--- config.mk ---
export PLATFORM = sky130hd
export DESIGN_NAME = gru_ht_update
export DESIGN_NICKNAME = d
export VERILOG_FILES = /design/src/rtl/gru_ht_update.sv
export SDC_FILE = /design/constraint.sdc
export NUM_CORES = 1
export LEC_CHECK = 0
export BUFFER_PORTS_ARGS = -buffer_cell sky130_fd_sc_hd__buf_2
export CAP_MARGIN = 20
export CELL_PAD_IN_SITES_DETAIL_PLACEMENT = 1
export CELL_PAD_IN_SITES_GLOBAL_PLACEMENT = 2
export CORE_MARGIN = 5
export CORE_UTILIZATION = 29
export CTS_BUF_LIST = sky130_fd_sc_hd__clkbuf_2
export DETAILED_ROUTE_END_ITERATION = 7
export PLACE_DENSITY_LB_ADDON = 0.1
export SLEW_MARGIN = 0
export SYNTH_ARGS = -nofsm -noshare
export SYNTH_HDL_FRONTEND = slang
export SYNTH_SLANG_ARGS = --single-unit
--- constraint.sdc ---
create_clock -name clk -period 32.5 [get_ports clk]
set_input_delay 6.5 -clock clk [delete_from_list [all_inputs] [get_ports clk]]
set_output_delay 6.5 -clock clk [all_outputs]
set_load 0.01 [all_outputs]
--- src/rtl/gru_ht_update.sv ---
// -----------------------------------------------------------------------------
// gru_ht_update
//   Hidden-state update stage of a GRU hidden layer. It takes one (z, h~) pair
//   per cell, serially, and computes ht = ht1 + z*(h~ - ht1) in signed fixed
//   point. It holds the packed hidden vector ht1 that feeds back to the gate
//   units, and it sequences STEP time steps per sequence.
//
//   Optional feature: define GRU_HT_SAT_EN to saturate each result to the
//   signed DATABIT range. When the macro is undefined, results wrap in two's
//   complement.
//
// Ports
//   clk       clock; all state changes on the rising edge
//   rst_n     asynchronous reset, active low
//   start     pulse: begin a new sequence with h0 = 0 (ignored unless idle)
//   in_valid  z_in / hc_in are valid for the current cell
//   in_ready  the stage accepts a pair this cycle (high only while collecting)
//   z_in      update gate z for the current cell (signed, FRAC fractional bits)
//   hc_in     candidate h~ for the current cell (signed, FRAC fractional bits)
//   ht1       current hidden vector; cell c is at [DATABIT*c +: DATABIT]
//   ht_valid  1-cycle pulse: ht1 has just been updated with a new time step
//   seq_done  1-cycle pulse, together with ht_valid, on the final step
//   busy      high whenever the stage is not idle
// -----------------------------------------------------------------------------
`timescale 1ns/1ps
module gru_ht_update #(
  parameter int CELLNUM = 4,
  parameter int DATABIT = 16,
  parameter int FRAC    = 12,
  parameter int STEP    = 10
) (
  input  logic                       clk,
  input  logic                       rst_n,
  input  logic                       start,
  input  logic                       in_valid,
  output logic                       in_ready,
  input  logic [DATABIT-1:0]         z_in,
  input  logic [DATABIT-1:0]         hc_in,
  output logic [CELLNUM*DATABIT-1:0] ht1,
  output logic                       ht_valid,
  output logic                       seq_done,
  output logic                       busy
);

  localparam int CW = (CELLNUM > 1) ? $clog2(CELLNUM) : 1;
  localparam int SW = (STEP > 1) ? $clog2(STEP) : 1;
  // Wide enough to hold h + (z*d >>> FRAC) without overflow.
  localparam int WW = 2*DATABIT + 2;

  localparam logic [CW-1:0] LAST_CELL = CW'(CELLNUM-1);
  localparam logic [SW-1:0] LAST_STEP = SW'(STEP-1);

  typedef enum logic [1:0] {
    IDLE    = 2'd0,
    COLLECT = 2'd1,
    COMMIT  = 2'd2
  } state_e;

  state_e state_q, state_d;

  logic [CELLNUM-1:0][DATABIT-1:0] ht1_q;
  logic [CELLNUM-1:0][DATABIT-1:0] ht_next_q;
  logic [CW-1:0]                   cell_cnt_q;
  logic [SW-1:0]                   step_cnt_q;
  logic                            ht_valid_q;
  logic                            seq_done_q;
  logic                            accept;

  // ---------------------------------------------------------------------------
  // Per-cell arithmetic. The previous-step value of the cell being collected is
  // used; ht1 stays frozen for the whole collect phase.
  // ---------------------------------------------------------------------------
  logic signed [DATABIT-1:0] h_sel;
  logic signed [DATABIT-1:0] z_s;
  logic signed [DATABIT-1:0] hc_s;
  logic signed [DATABIT:0]   diff_w;
  logic signed [WW-1:0]      prod_w;
  logic signed [WW-1:0]      q_w;
  logic signed [WW-1:0]      s_w;
  logic signed [DATABIT-1:0] ht_calc;

  assign h_sel  = ht1_q[cell_cnt_q];
  assign z_s    = z_in;
  assign hc_s   = hc_in;
  assign diff_w = (DATABIT+1)'(hc_s) - (DATABIT+1)'(h_sel);
  assign prod_w = WW'(z_s) * WW'(diff_w);
  // Arithmetic shift: truncation toward minus infinity, no rounding.
  assign q_w    = prod_w >>> FRAC;
  assign s_w    = WW'(h_sel) + q_w;

`ifdef GRU_HT_SAT_EN
  // The result fits only if every bit from the DATABIT-1 sign position upward
  // is identical; otherwise clamp toward the sign of the wide sum.
  logic fits;
  assign fits    = (&s_w[WW-1:DATABIT-1]) | ~(|s_w[WW-1:DATABIT-1]);
  assign ht_calc = fits        ? DATABIT'(s_w) :
                   s_w[WW-1]   ? {1'b1, {(DATABIT-1){1'b0}}} :
                                 {1'b0, {(DATABIT-1){1'b1}}};
`else
  assign ht_calc = DATABIT'(s_w);
`endif

  // ---------------------------------------------------------------------------
  // FSM: state register
  // ---------------------------------------------------------------------------
  always_ff @(posedge clk or negedge rst_n) begin
    // NOTE: clocked state uses non-blocking assignments so every flop samples
    // pre-edge values, regardless of the order the simulator evaluates blocks.
    if (!rst_n) state_q <= IDLE;
    else        state_q <= state_d;
  end

  // FSM: next-state logic
  always_comb begin
    // NOTE: default assignment first, so no path through the case leaves
    // state_d unassigned and infers a latch.
    state_d = state_q;
    unique case (state_q)
      IDLE:    if (start) state_d = COLLECT;
      COLLECT: if (accept && (cell_cnt_q == LAST_CELL)) state_d = COMMIT;
      COMMIT:  state_d = (step_cnt_q == LAST_STEP) ? IDLE : COLLECT;
      default: state_d = IDLE;
    endcase
  end

  // FSM: outputs (pure decode of the current state)
  always_comb begin
    in_ready = (state_q == COLLECT);
    busy     = (state_q != IDLE);
    accept   = in_valid & in_ready;
  end

  // ---------------------------------------------------------------------------
  // Datapath and counters
  // ---------------------------------------------------------------------------
  always_ff @(posedge clk or negedge rst_n) begin
    if (!rst_n) begin
      ht1_q      <= '0;
      // NOTE: the staging buffer is plain flops, not a RAM, so it is cleared
      // with the rest; a reset mid-step discards any partial results.
      ht_next_q  <= '0;
      cell_cnt_q <= '0;
      step_cnt_q <= '0;
      ht_valid_q <= 1'b0;
      seq_done_q <= 1'b0;
    end else begin
      ht_valid_q <= 1'b0;
      seq_done_q <= 1'b0;
      unique case (state_q)
        IDLE: begin
          if (start) begin
            ht1_q      <= '0;
            cell_cnt_q <= '0;
            step_cnt_q <= '0;
          end
        end
        COLLECT: begin
          if (accept) begin
            ht_next_q[cell_cnt_q] <= ht_calc;
            cell_cnt_q <= (cell_cnt_q == LAST_CELL) ? '0 : cell_cnt_q + 1'b1;
          end
        end
        COMMIT: begin
          ht1_q      <= ht_next_q;
          ht_valid_q <= 1'b1;
          if (step_cnt_q == LAST_STEP) begin
            seq_done_q <= 1'b1;
            step_cnt_q <= '0;
          end else begin
            step_cnt_q <= step_cnt_q + 1'b1;
          end
        end
        default: ;
      endcase
    end
  end

  assign ht1      = ht1_q;
  assign ht_valid = ht_valid_q;
  assign seq_done = seq_done_q;

endmodule

; After elaboration in Yosys (flattened, before gate mapping)
; Cells that the tools add are included.
[word_totals]
ramBits = 0
mem_count = 0
output_inout_bits = 68
register_bits = 138
romBits = 0
latch_bits = 0
wordCells = 59
input_bits = 36
[op_classes]
multipliers = 1
n_addsub = 4
bitwise_logic = 1
div = 0
shift = 0
n_eq_ne = 7
mux = 21
order_cmp = 2
reduce_logical = 10
[ops]
columns = operator, n
row1 = one-hot mux 64 bit (2 select lines), 1
row2 = bitwise mux 64 bit, 1
row3 = two-way mux 64 bit, 1
row4 = binary-select mux 16 bit (select 2 bit), 1
row5 = demux 16 bit (select 2 bit), 1
row6 = two-way mux 16 bit, 2
row7 = multiplier 16 x 17 -> 28 bit, 1
row8 = subtractor 16 x 16 -> 17 bit, 1
row9 = adder 16 bit, 1
row10 = two-way mux 2 bit, 5
row11 = two-way mux 4 bit, 2
row12 = one-hot mux 4 bit (2 select lines), 1
row13 = one-hot mux 2 bit (3 select lines), 1
row14 = AND reduction 2 bit, 3
row15 = nonzero test 2 bit, 3
row16 = adder 4 x 1 -> 4 bit (second input constant), 1
row17 = equality test 2 bit (second input constant), 2
row18 = equality test 4 bit (second input constant), 1
row19 = two-way mux 1 bit, 4
row20 = inequality test 2 x 1 -> 1 bit (second input constant), 2
row21 = one-hot mux 2 bit (2 select lines), 1
row22 = less-than comparator 2 x 3 -> 1 bit (second input constant), 1
row23 = AND reduction 3 bit, 1
row24 = adder 2 x 1 -> 2 bit (second input constant), 1
row25 = other kinds (6), 7

; Depth between registers and ports, before layout
; Gate-level depths: netlist (run 1).
[depth]
ltp_word = 6
ltp_mapped = 44
ltp_nobuf = 41

; Worst setup path after synthesis (run 1)
; Ideal clock, no wire load.
[synth_path]
kind = input port to flip-flop
start = in hc_in[0]
end = reg ht_next_q[31] (netlist name)
path_stages = 39
n_path_buf = 1
slack_ps = 17038
t_required_ps = 32423
setup_time_ps = 77
arrival_ps = 15386
cell_sequence = inv_1 ha_1 fa_1 nor2b_1 o2111ai_1 a41o_1 o21a_1 mux2i_1 or2_2 clkbuf_1 and2_1 fa_1 inv_1 fa_1 fa_1 inv_1 fa_1 fa_1 [3 not listed] ha_1 o21a_1 o22a_1 o311a_1 o31a_1 o21ai_0 nand2b_1 a21o_1 a21oi_1 xnor2_1 ha_1 and4_1 nand3_1 a31oi_1 a221oi_1 xor2_1 xnor3_2 o21ai_1
[synth_via]
elab_chain_len = 4
[synth_rtl]
columns = item, line
row1 = from (decl), 38  ; input logic [DATABIT-1:0] hc_in,
row2 = subtractor 16 x 16 -> 17 bit, 85  ; assign diff_w = (DATABIT+1)'(hc_s) - (DATABIT+1)'(h_sel);
row3 = multiplier 16 x 17 -> 28 bit, 86  ; assign prod_w = WW'(z_s) * WW'(diff_w);
row4 = adder 16 bit, 89  ; assign s_w = WW'(h_sel) + q_w;
row5 = bitwise mux 64 bit, 159  ; ht_next_q[cell_cnt_q] <= ht_calc;
row6 = "to (signal, indexed assignment)", 159
row7 = to (decl), 62  ; logic [CELLNUM-1:0][DATABIT-1:0] ht_next_q;
; No other way between the ends.
; A chain may end at the register's enable or synchronous reset.

; Worst setup path in the final report (run 1)
[layout_path]
start = in hc_in[1]
end = reg ht_next_q[31] (netlist name)
; Same word-level chain as after synthesis.

==> run_results.csv, run 1 <==
group,metric,value,unit
sta,finalSetupViolations,0,
synth,synth.yosys.seq_area_share,22.0,%
sta,tightest_slew,0.986,ns
drt,antenna_left,0,
placed_design,place_area,0.0170,mm2
global_routing,use_met2,28.0,%
drt,routed_via_density,4.69,
sta,fin_ws,16.78,ns
floorplan,core_area,0.0537,mm2
setup_path,worst-path-max-fanout,11,
synth,syn_nets,1981,
cells_and_area,ff_latch_area,0.00345,mm2
synth,synth_top_area_share,29.9,%
global_routing,first_global_vias,12679,
floorplan,initial_core_util,29.2,%
cells_and_area,fin_nets,2055,
global_routing,grt_usage,16.5,%
setup_path,cp.arrival,16.38,ns
placed_design,dp_slack,15.90,ns
global_routing,met1_usage,23.1,%
setup_path,crit_top_cell,"fa_1",
drt,drc_errors,0,
drt,first_pass_iters,4,
sta,finalCritPeriodShare,48.4,%
setup_path,worstSetupStartpointType,"primary input",
synth,synth_top_area_cell,"fa_1",
global_routing,antenna_found_initial,6,
sta,slew_viol_final,0,
sta,period_needed,15.72,ns
floorplan,rows,85,
floorplan,die-height,243,um
setup_path,required,33.16,ns
synth,yosysWarningCount,0,
cells_and_area,fillerInstances,6168,
synth,synthCells,1597,
clocking,numCtsBuffers,17,
placed_design,io_buffers,103,
synth,synthTopCellsByArea,"fa_1 (30%), dfrtp_1 (22%), ha_1 (9.1%), inv_1 (7.4%), nand2_1 (4.6%)",
clocking,max-clock-path-buffers,2,
synth,synth_async_sr_flop_share,100,%
placed_design,gp_congestion,0.767,
cells_and_area,final_area,0.0172,mm2
clocking,hold_buffers,0,
clocking,post-cts-setup-buffers,0,
setup_path,crit_path_max_incr_delay,0.67,ns
synth,synth_common_cells,"inv_1 (311), fa_1 (234), nand2_1 (192)",
global_routing,overflow,0,
synth,avgSynthCellArea,9.82,um2
synth,synth.cell_area,0.0157,mm2
job,cap_violations,0,
floorplan,die_area,0.0588,mm2
setup_path,cp_slowest_cell,"o21ai_0",
synth,yosysMostFrequentCell,"inv_1",
setup_path,end_kind,"flip-flop",
synth,synth-edff-count,0,
clocking,cts-htree-levels,4,
sta,final_hold_viol_count,0,
cells_and_area,drive_gt1_share,11.8,%
global_routing,grt_max_degree,86,
outcome,outcome,"complete, no violations",
synth,ys_types,63,
drt,vias,11185,
clocking,cts_tree,"yes",
clocking,clk_latency,0.73,ns
sta,tns,0,ns
global_routing,grt_busiest_layer,"met2",
synth,ys_seq_elements,138,
synth,synthFlopType,"dfrtp_1",
clocking,clk_pin_slew,0.21,ns
drt,wl_per_cell,19.9,um
global_routing,use_met3,2.20,%
floorplan,ioPinCount,104,
global_routing,grt_pass1_wl,76300,um
cells_and_area,multi_input_area,0.0108,mm2
clocking,cts_sinks,138,
placed_design,dp_hpwl,37800,um
setup_path,critPathKind,"primary input to flip-flop",
clocking,cts.repair.resized,0,
sta,relSlewSlack,34.3,%
clocking,cts_root_buf,"clkbuf_2",
floorplan,die_w,243,um
cells_and_area,syn_to_final_growth,9.90,%
drt,first_iter_violations,408,
sta,fmax,63.6,MHz
sta,finClkSkew,0.0242,ns
drt,routed_wl,47500,um
sta,rsz0062_at_grt,"false",
hold_path,hold_path_class,"flip-flop to flip-flop",
==> sequential cells by signal, indices dropped and copies added (netlist names) <==
name,cells
step_cnt_q,4
ht_next_q,64
seq_done,1
state_q,2
ht1,64
ht_valid,1
cell_cnt_q,2
==> worst max-delay path: cells and delay by family <==
kind                       cells  cell delay (ns)
adders and majority gates      9             3.98
and+or+nand+nor                7             1.03
AOI/OAI and AO/OA             12             3.47
buffers and inverters          6             0.52
xor gates and xnor gates       4             0.88
==> layer usage <==
layer  wire [um]  vias up
met5          44        -
met4         391        6
met3        1260       26
met2       23100      116
met1       22700     5873
li1            -     5164
==> path summary, 6_finish.rpt <==
kind                                             end                      start  slack [ns]  cells past startpoint
max in group asynchronous        ht1[14]$_DFFE_PN0P_                      rst_n       25.43                      2
setup reg to reg           ht_next_q[31]$_DFFE_PN0P_  cell_cnt_q[0]$_DFFE_PN0P_       21.05                     39
hold / removal                   ht1[20]$_DFFE_PN0P_  ht_next_q[20]$_DFFE_PN0P_        0.51                      1
min in group asynchronous        ht1[10]$_DFFE_PN0P_                      rst_n        5.77                      1
setup / recovery           ht_next_q[31]$_DFFE_PN0P_                   hc_in[1]       16.78                     38
hold reg to reg                  ht1[20]$_DFFE_PN0P_  ht_next_q[20]$_DFFE_PN0P_        0.51                      1
==> kinds of logic after synthesis <==
logic type	Yosys count	synth area share (%)
XOR/XNOR	56	3.31
multiplexers	32	3.42
AND/OR/NAND/NOR	419	13.1
adder cells (fa/ha/maj)	348	39.0
AO/OA/AOI/OAI	224	10.1
flip-flops	138	22.0
buffers and inverters	380	9.11
==> area by class of cell <==
cell class / instances / area share, %
diodes: 3 / 0.0436
clock inverters: 14 / 0.762
well taps: 696 / 5.05
clock buffers: 18 / 0.523
flip-flops and latches: 138 / 20.0
repair buffers: 123 / 3.94
inverters: 312 / 6.80
multi-input cells: 1079 / 62.8
==> layout by cell type (no fill, tap or decap), types with 10 or more instances in the layout <==
master / n
a21o_1: 15
a21oi_1: 25
a22o_1: 66
and2_1: 101
and3_1: 11
buf_2: 102
buf_4: 19
clkbuf_2: 18
dfrtp_1: 138
fa_1: 234
ha_1: 114
inv_1: 310
mux2_2: 13
mux4_2: 16
nand2_1: 192
nand2b_1: 19
nor2_1: 36
nor2b_1: 23
nor3_1: 10
o21ai_0: 67
xnor2_1: 36
xor2_1: 16
==> metrics by stage <==
step	std cells	utilization, %	hold slack, ns
after global placement	2347	31.6	0.463
after CTS	2380	32.1	0.498
final	2383	32.1	0.507
after detailed placement	2348	31.7	0.471
after global routing	2381	32.1	0.533
after floorplan	1597	-	0.450
Power of run 1 is left out: the tool's default activity adds up to more than one toggle a clock period on the data nets, which glitch-free logic cannot reach.
==> inputs of run 2 (changes only) <==
--- a/config.mk
+++ b/config.mk
@@ -5,6 +5,7 @@
 export SDC_FILE = /design/constraint.sdc
 export NUM_CORES = 1
 export LEC_CHECK = 0
+export ABC_AREA = 1
 export BUFFER_PORTS_ARGS = -buffer_cell sky130_fd_sc_hd__buf_2
 export CAP_MARGIN = 20
 export CELL_PAD_IN_SITES_DETAIL_PLACEMENT = 1
==> constraint.sdc (replaced) <==
create_clock -name clk -period 12.7 [get_ports clk]
set_input_delay 2.54 -clock clk [delete_from_list [all_inputs] [get_ports clk]]
set_output_delay 2.54 -clock clk [all_outputs]
set_load 0.01 [all_outputs]
==> run 2 against run 1 <==
  * Wire length grew 23%
  * Register-to-register slack lost 19 ns
  * Via count grew 20%
  * Global-route usage grew 3.1 points
==> run_results.csv, run 2 <==
group,metric,value,unit
outcome,outcome,"complete, no violations",
setup_path,reg2reg_from,"cell_cnt_q[1]$_DFFE_PN0P_",
setup_path,worstSetupStartpointType,"primary input",
global_routing,first_global_vias,15006,
cells_and_area,most-common-layout-cells,"nand2_1 (481), inv_1 (446), fa_1 (234)",
drt,first_iter_violations,460,
placed_design,gp_congestion,0.839,
clocking,cts_root_buf,"clkbuf_2",
floorplan,ioPinCount,104,
synth,avgSynthCellArea,7.94,um2
clocking,cts_sinks,138,
floorplan,die_area,0.0613,mm2
sta,tightest_slew,0.904,ns
synth,synth_async_sr_flop_share,100,%
drt,first_pass_iters,4,
setup_path,end_kind,"flip-flop",
clocking,cts_tree,"yes",
setup_path,worst-path-max-fanout,10,
global_routing,antenna_found_initial,1,
floorplan,initial_core_util,29.1,%
synth,synth.cell_area,0.0164,mm2
global_routing,overflow,0,
placed_design,io_buffers,103,
placed_design,dp_hpwl,48200,um
sta,relSlewSlack,39.7,%
setup_path,critPathKind,"primary input to flip-flop",
floorplan,die_w,247,um
setup_path,r2r_end,"ht_next_q[43]$_DFFE_PN0P_",
sta,period_needed,11.17,ns
sta,rsz0062_at_grt,"false",
cells_and_area,syn_to_final_growth,9.94,%
drt,antenna_left,0,
setup_path,r2r_slack,1.61,ns
hold_path,hold_path_class,"flip-flop to flip-flop",
setup_path,cp.arrival,11.75,ns
drt,wl_per_cell,20.1,um
synth,synth_top_area_share,28.6,%
clocking,numCtsBuffers,17,
cells_and_area,drive_gt1_share,9.21,%
synth,synth_top_area_cell,"fa_1",
clocking,cts.repair.resized,0,
synth,synthCells,2059,
clocking,hold_buffers,0,
cells_and_area,ff_latch_area,0.00345,mm2
synth,synth.yosys.seq_area_share,21.1,%
sta,finalSetupViolations,0,
sta,tns,0,ns
setup_path,cp_slowest_cell,"fa_1",
setup_path,required,13.28,ns
sta,finClkSkew,0.0485,ns
synth,synth_common_cells,"nand2_1 (482), inv_1 (447), fa_1 (234)",
hold_path,hold_depth,2,
setup_path,ff2ff_path_depth,45,
job,cap_violations,0,
cells_and_area,multi_input_area,0.0109,mm2
clocking,post-cts-setup-buffers,0,
sta,slew_viol_final,0,
clocking,cts-htree-levels,4,
sta,final_hold_viol_count,0,
synth,synthFlopType,"dfrtp_1",
synth,yosysMostFrequentCell,"nand2_1",
floorplan,die-height,247,um
sta,finalCritPeriodShare,87.9,%
floorplan,core_area,0.0562,mm2
hold_path,hp-start,"ht_next_q[51]$_DFFE_PN0P_",
synth,synthTopCellsByArea,"fa_1 (29%), dfrtp_1 (21%), nand2_1 (11%), inv_1 (10%), ha_1 (8.7%)",
drt,vias,13396,
cells_and_area,fin_nets,2521,
sta,fmax,89.6,MHz
clocking,clk_latency,0.76,ns
clocking,clk_pin_slew,0.22,ns
drt,drc_errors,0,
global_routing,grt_pass1_wl,91600,um
global_routing,grt_usage,19.6,%
setup_path,crit_top_cell,"nand2_1",
synth,synth-edff-count,0,
cells_and_area,fillerInstances,6871,
drt,routed_via_density,4.61,
synth,ys_types,47,
synth,ys_seq_elements,138,
synth,yosysWarningCount,0,
cells_and_area,layout_commonest_cell,"nand2_1",
setup_path,crit_path_max_incr_delay,0.56,ns
global_routing,grt_max_degree,81,
drt,routed_wl,58500,um
clocking,max-clock-path-buffers,2,
floorplan,rows,87,
hold_path,hold_path_end,"ht1[51]$_DFFE_PN0P_",
synth,syn_nets,2443,
[run 2: cell count changes in the layout (fill, tap and decap cells not counted), sizes merged, moves of 34 or more]
| cell | before | now |
|---|---|---|
| a22o | 66 | 0 |
| o21ai | 72 | 106 |
| inv | 312 | 457 |
| a21oi | 26 | 63 |
| nor2 | 36 | 169 |
| nand3 | 8 | 111 |
| nand2 | 192 | 496 |
| and2 | 102 | 0 |
[run 2: worst max path at each step]
stage	end	startpoint	slack [ns]
floorplan	ht_next_q[15]$_DFFE_PN0P_	hc_in[0]	2.27
global placement	ht_next_q[27]$_DFFE_PN0P_	hc_in[2]	0.87
detailed placement	ht_next_q[41]$_DFFE_PN0P_	hc_in[2]	0.76
CTS	ht_next_q[43]$_DFFE_PN0P_	cell_cnt_q[1]$_DFFE_PN0P_	1.41
global route	ht_next_q[43]$_DFFE_PN0P_	cell_cnt_q[1]$_DFFE_PN0P_	0.73
finish	ht_next_q[43]$_DFFE_PN0P_	hc_in[2]	1.53
[run 2: cell type report]
class,count,area share [%]
Antenna cell,1,0.0139
Clock buffer,17,0.473
Clock inverter,15,0.953
Inverter,457,9.54
Multi-Input combinational cell,1400,60.8
Sequential cell,138,19.2
Tap cell,756,5.26
Timing Repair Buffer,123,3.74
[run 2: logic make-up (layout without fill, tap and decap cells)]
family                   Yosys count  count (layout)  share of synthesized area (%)
AO/OA/AOI/OAI                    211             211                           7.24
XOR/XNOR                          38              38                           2.03
adder cells (fa/ha/maj)          348             348                           37.4
buffers and inverters            521             612                           12.1
flip-flops                       138             138                           21.1
other                              0               1                              0
AND/OR/NAND/NOR                  803             803                           20.2
[run 2: worst max-delay path: cells and delay by family]
family,cells,cell delay [ns]
compound gates,9,1.74
xor+xnor,2,0.42
fa+ha+maj,9,4.10
simple gates,14,2.06
buf+inv,7,0.88
[run 2: per-stage QoR]
step	setup WS [ns]	cells	utilization, %	cell area [um2]	hold WS, ns
after floorplan	2.27	2059	-	16400	0.449
after global placement	0.866	2874	31.6	17700	0.457
after detailed placement	0.756	2874	31.6	17700	0.467
after CTS	1.41	2906	32.0	18000	0.464
after global routing	0.733	2907	32.0	18000	0.518
final	1.53	2907	32.0	18000	0.473
[run 2: layer usage]
| metal | vias up | GRT usage (%) | routed length [um] |
|---|---|---|---|
| met3 | 38 | 1.95 | 1250 |
| met5 | - | 0 | 0 |
| met4 | 0 | 3.70 | 959 |
| li1 | 6367 | - | - |
| met2 | 153 | 36.0 | 30300 |
| met1 | 6838 | 25.3 | 26000 |
Power of run 2 is left out for the same reason.
==> inputs of run 3 (changes only) <==
--- a/config.mk
+++ b/config.mk
@@ -8,13 +8,10 @@
 export ABC_AREA = 1
 export BUFFER_PORTS_ARGS = -buffer_cell sky130_fd_sc_hd__buf_2
 export CAP_MARGIN = 20
-export CELL_PAD_IN_SITES_DETAIL_PLACEMENT = 1
-export CELL_PAD_IN_SITES_GLOBAL_PLACEMENT = 2
 export CORE_MARGIN = 5
 export CORE_UTILIZATION = 29
 export CTS_BUF_LIST = sky130_fd_sc_hd__clkbuf_2
 export DETAILED_ROUTE_END_ITERATION = 7
-export PLACE_DENSITY_LB_ADDON = 0.1
 export SLEW_MARGIN = 0
 export SYNTH_ARGS = -nofsm -noshare
 export SYNTH_HDL_FRONTEND = slang
==> run 3 against run 2 <==
  * Cell count is 0.14% lower
  * Register-to-register slack lost 0.40 ns
  * Maximum frequency down 2.8%
  * Worst hold slack better by 0.031 ns
  * Flip-flop and latch count unchanged
  * Non-clock buffer count fell by 4
  * Worst setup slack worse by 0.33 ns
  * Clock skew fell by 0.015 ns
==> run_results.csv, run 3 (synthesized netlist as in run 2, its figures left out) <==
group,metric,value,unit
outcome,outcome,"complete, no violations",
drt,first_pass_iters,6,
global_routing,antenna_found_initial,6,
clocking,clk_pin_slew,0.21,ns
sta,finalSetupViolations,0,
sta,final_hold_viol_count,0,
clocking,cts_tree,"yes",
cells_and_area,utilization,32.0,%
sta,period_needed,11.49,ns
global_routing,overflow,0,
sta,finalCritPeriodShare,90.5,%
cells_and_area,fin_nets,2517,
placed_design,dp_hpwl,39700,um
setup_path,cp_slowest_cell,"inv_1",
setup_path,critPathKind,"flip-flop to flip-flop",
cells_and_area,ff_latch_area,0.00345,mm2
sta,fmax,87.0,MHz
setup_path,worstSetupStartpointType,"flip-flop",
clocking,cts_sinks,138,
floorplan,die_w,247,um
sta,relSlewSlack,33.3,%
setup_path,required,13.27,ns
clocking,clk_latency,0.71,ns
cells_and_area,syn_to_final_growth,9.87,%
clocking,numCtsBuffers,17,
global_routing,grt_pass1_wl,79900,um
global_routing,grt_usage,16.5,%
job,cap_violations,0,
floorplan,ioPinCount,104,
setup_path,end_kind,"flip-flop",
drt,first_iter_violations,1052,
drt,drc_errors,0,
setup_path,critPathBufInv,10,
clocking,hold_buffers,0,
global_routing,grt_max_degree,79,
clocking,cts-htree-levels,4,
cells_and_area,drive_gt1_share,8.91,%
drt,antenna_left,0,
sta,finClkSkew,0.0331,ns
setup_path,cp.arrival,12.06,ns
sta,tns,0,ns
clocking,cts.repair.resized,0,
setup_path,path_delay_family,"adder cells",
clocking,post-cts-setup-buffers,0,
setup_path,crit_top_cell,"nand2_1",
global_routing,first_global_vias,14563,
setup_path,worst-path-max-fanout,25,
cells_and_area,layout_commonest_cell,"nand2_1",
drt,vias,13749,
floorplan,initial_core_util,29.1,%
drt,routed_via_density,4.74,
clocking,max-clock-path-buffers,2,
clocking,cts_root_buf,"clkbuf_2",
sta,slew_viol_final,0,
cells_and_area,fillerInstances,5976,
sta,tightest_slew,1.00,ns
floorplan,rows,87,
cells_and_area,multi_input_area,0.0109,mm2
setup_path,crit_path_max_incr_delay,0.77,ns
floorplan,die_area,0.0613,mm2
sta,rsz0062_at_grt,"false",
floorplan,die-height,247,um
floorplan,core_area,0.0562,mm2
drt,routed_wl,49400,um
hold_path,hold_path_class,"flip-flop to flip-flop",
placed_design,io_buffers,103,
cells_and_area,most-common-layout-cells,"nand2_1 (481), inv_1 (446), fa_1 (234)",
placed_design,gp_congestion,0.903,
drt,wl_per_cell,17.0,um
run 3: cell count changes in the layout (fill, tap and decap cells not counted), moves of 2 or more:
cell / before / now
inv_6: 3 / 0
buf_4: 20 / 14
diode_2: 1 / 4
clkinvlp_4: 5 / 2
clkbuf_2: 17 / 19
run 3: layer usage:
layer,global-route usage [%],routed length [um],vias up
met5,0,26,-
met4,4.44,1150,4
met3,3.76,4520,82
met2,26.1,22200,602
met1,22.8,21500,6705
li1,-,-,6356
run 3: path summary, 6_finish.rpt:
check | start | endpoint | slack, ns | cells past startpoint
setup / recovery | cell_cnt_q[1]$_DFFE_PN0P_ | ht_next_q[9]$_DFFE_PN0P_ | 1.21 | 43
hold / removal | ht_next_q[45]$_DFFE_PN0P_ | ht1[45]$_DFFE_PN0P_ | 0.50 | 2
setup reg to reg | cell_cnt_q[1]$_DFFE_PN0P_ | ht_next_q[9]$_DFFE_PN0P_ | 1.21 | 43
hold reg to reg | ht_next_q[45]$_DFFE_PN0P_ | ht1[45]$_DFFE_PN0P_ | 0.50 | 2
max in group asynchronous | rst_n | ht_next_q[48]$_DFFE_PN0P_ | 9.83 | 3
min in group asynchronous | rst_n | ht_next_q[57]$_DFFE_PN0P_ | 1.77 | 1
run 3: tightest hold or removal path: cells and delay by family (launching register included):
| family | cells | cell delay, ns |
|---|---|---|
| and+or+nand+nor | 2 | 0.12 |
| DFF | 1 | 0.39 |
run 3: area by class of cell:
cell class              instances  share of cell area (%)
diodes                          4                  0.0557
clock buffers                  19                   0.529
clock inverters                10                   0.849
inverters                     457                    9.55
multi-input cells            1400                    60.8
flip-flops and latches        138                    19.2
well taps                     756                    5.26
repair buffers                119                    3.70
run 3: per-stage QoR:
stage | hold WS [ns] | setup slack (ns) | std cells | area, um2
after floorplan | 0.449 | 2.27 | 2059 | 16400
after global placement | 0.460 | 0.773 | 2868 | 17700
after detailed placement | 0.466 | 0.698 | 2868 | 17700
after CTS | 0.500 | 1.22 | 2897 | 17900
after global routing | 0.519 | 0.505 | 2900 | 18000
final | 0.504 | 1.21 | 2903 | 18000
Power of run 3 is left out for the same reason.
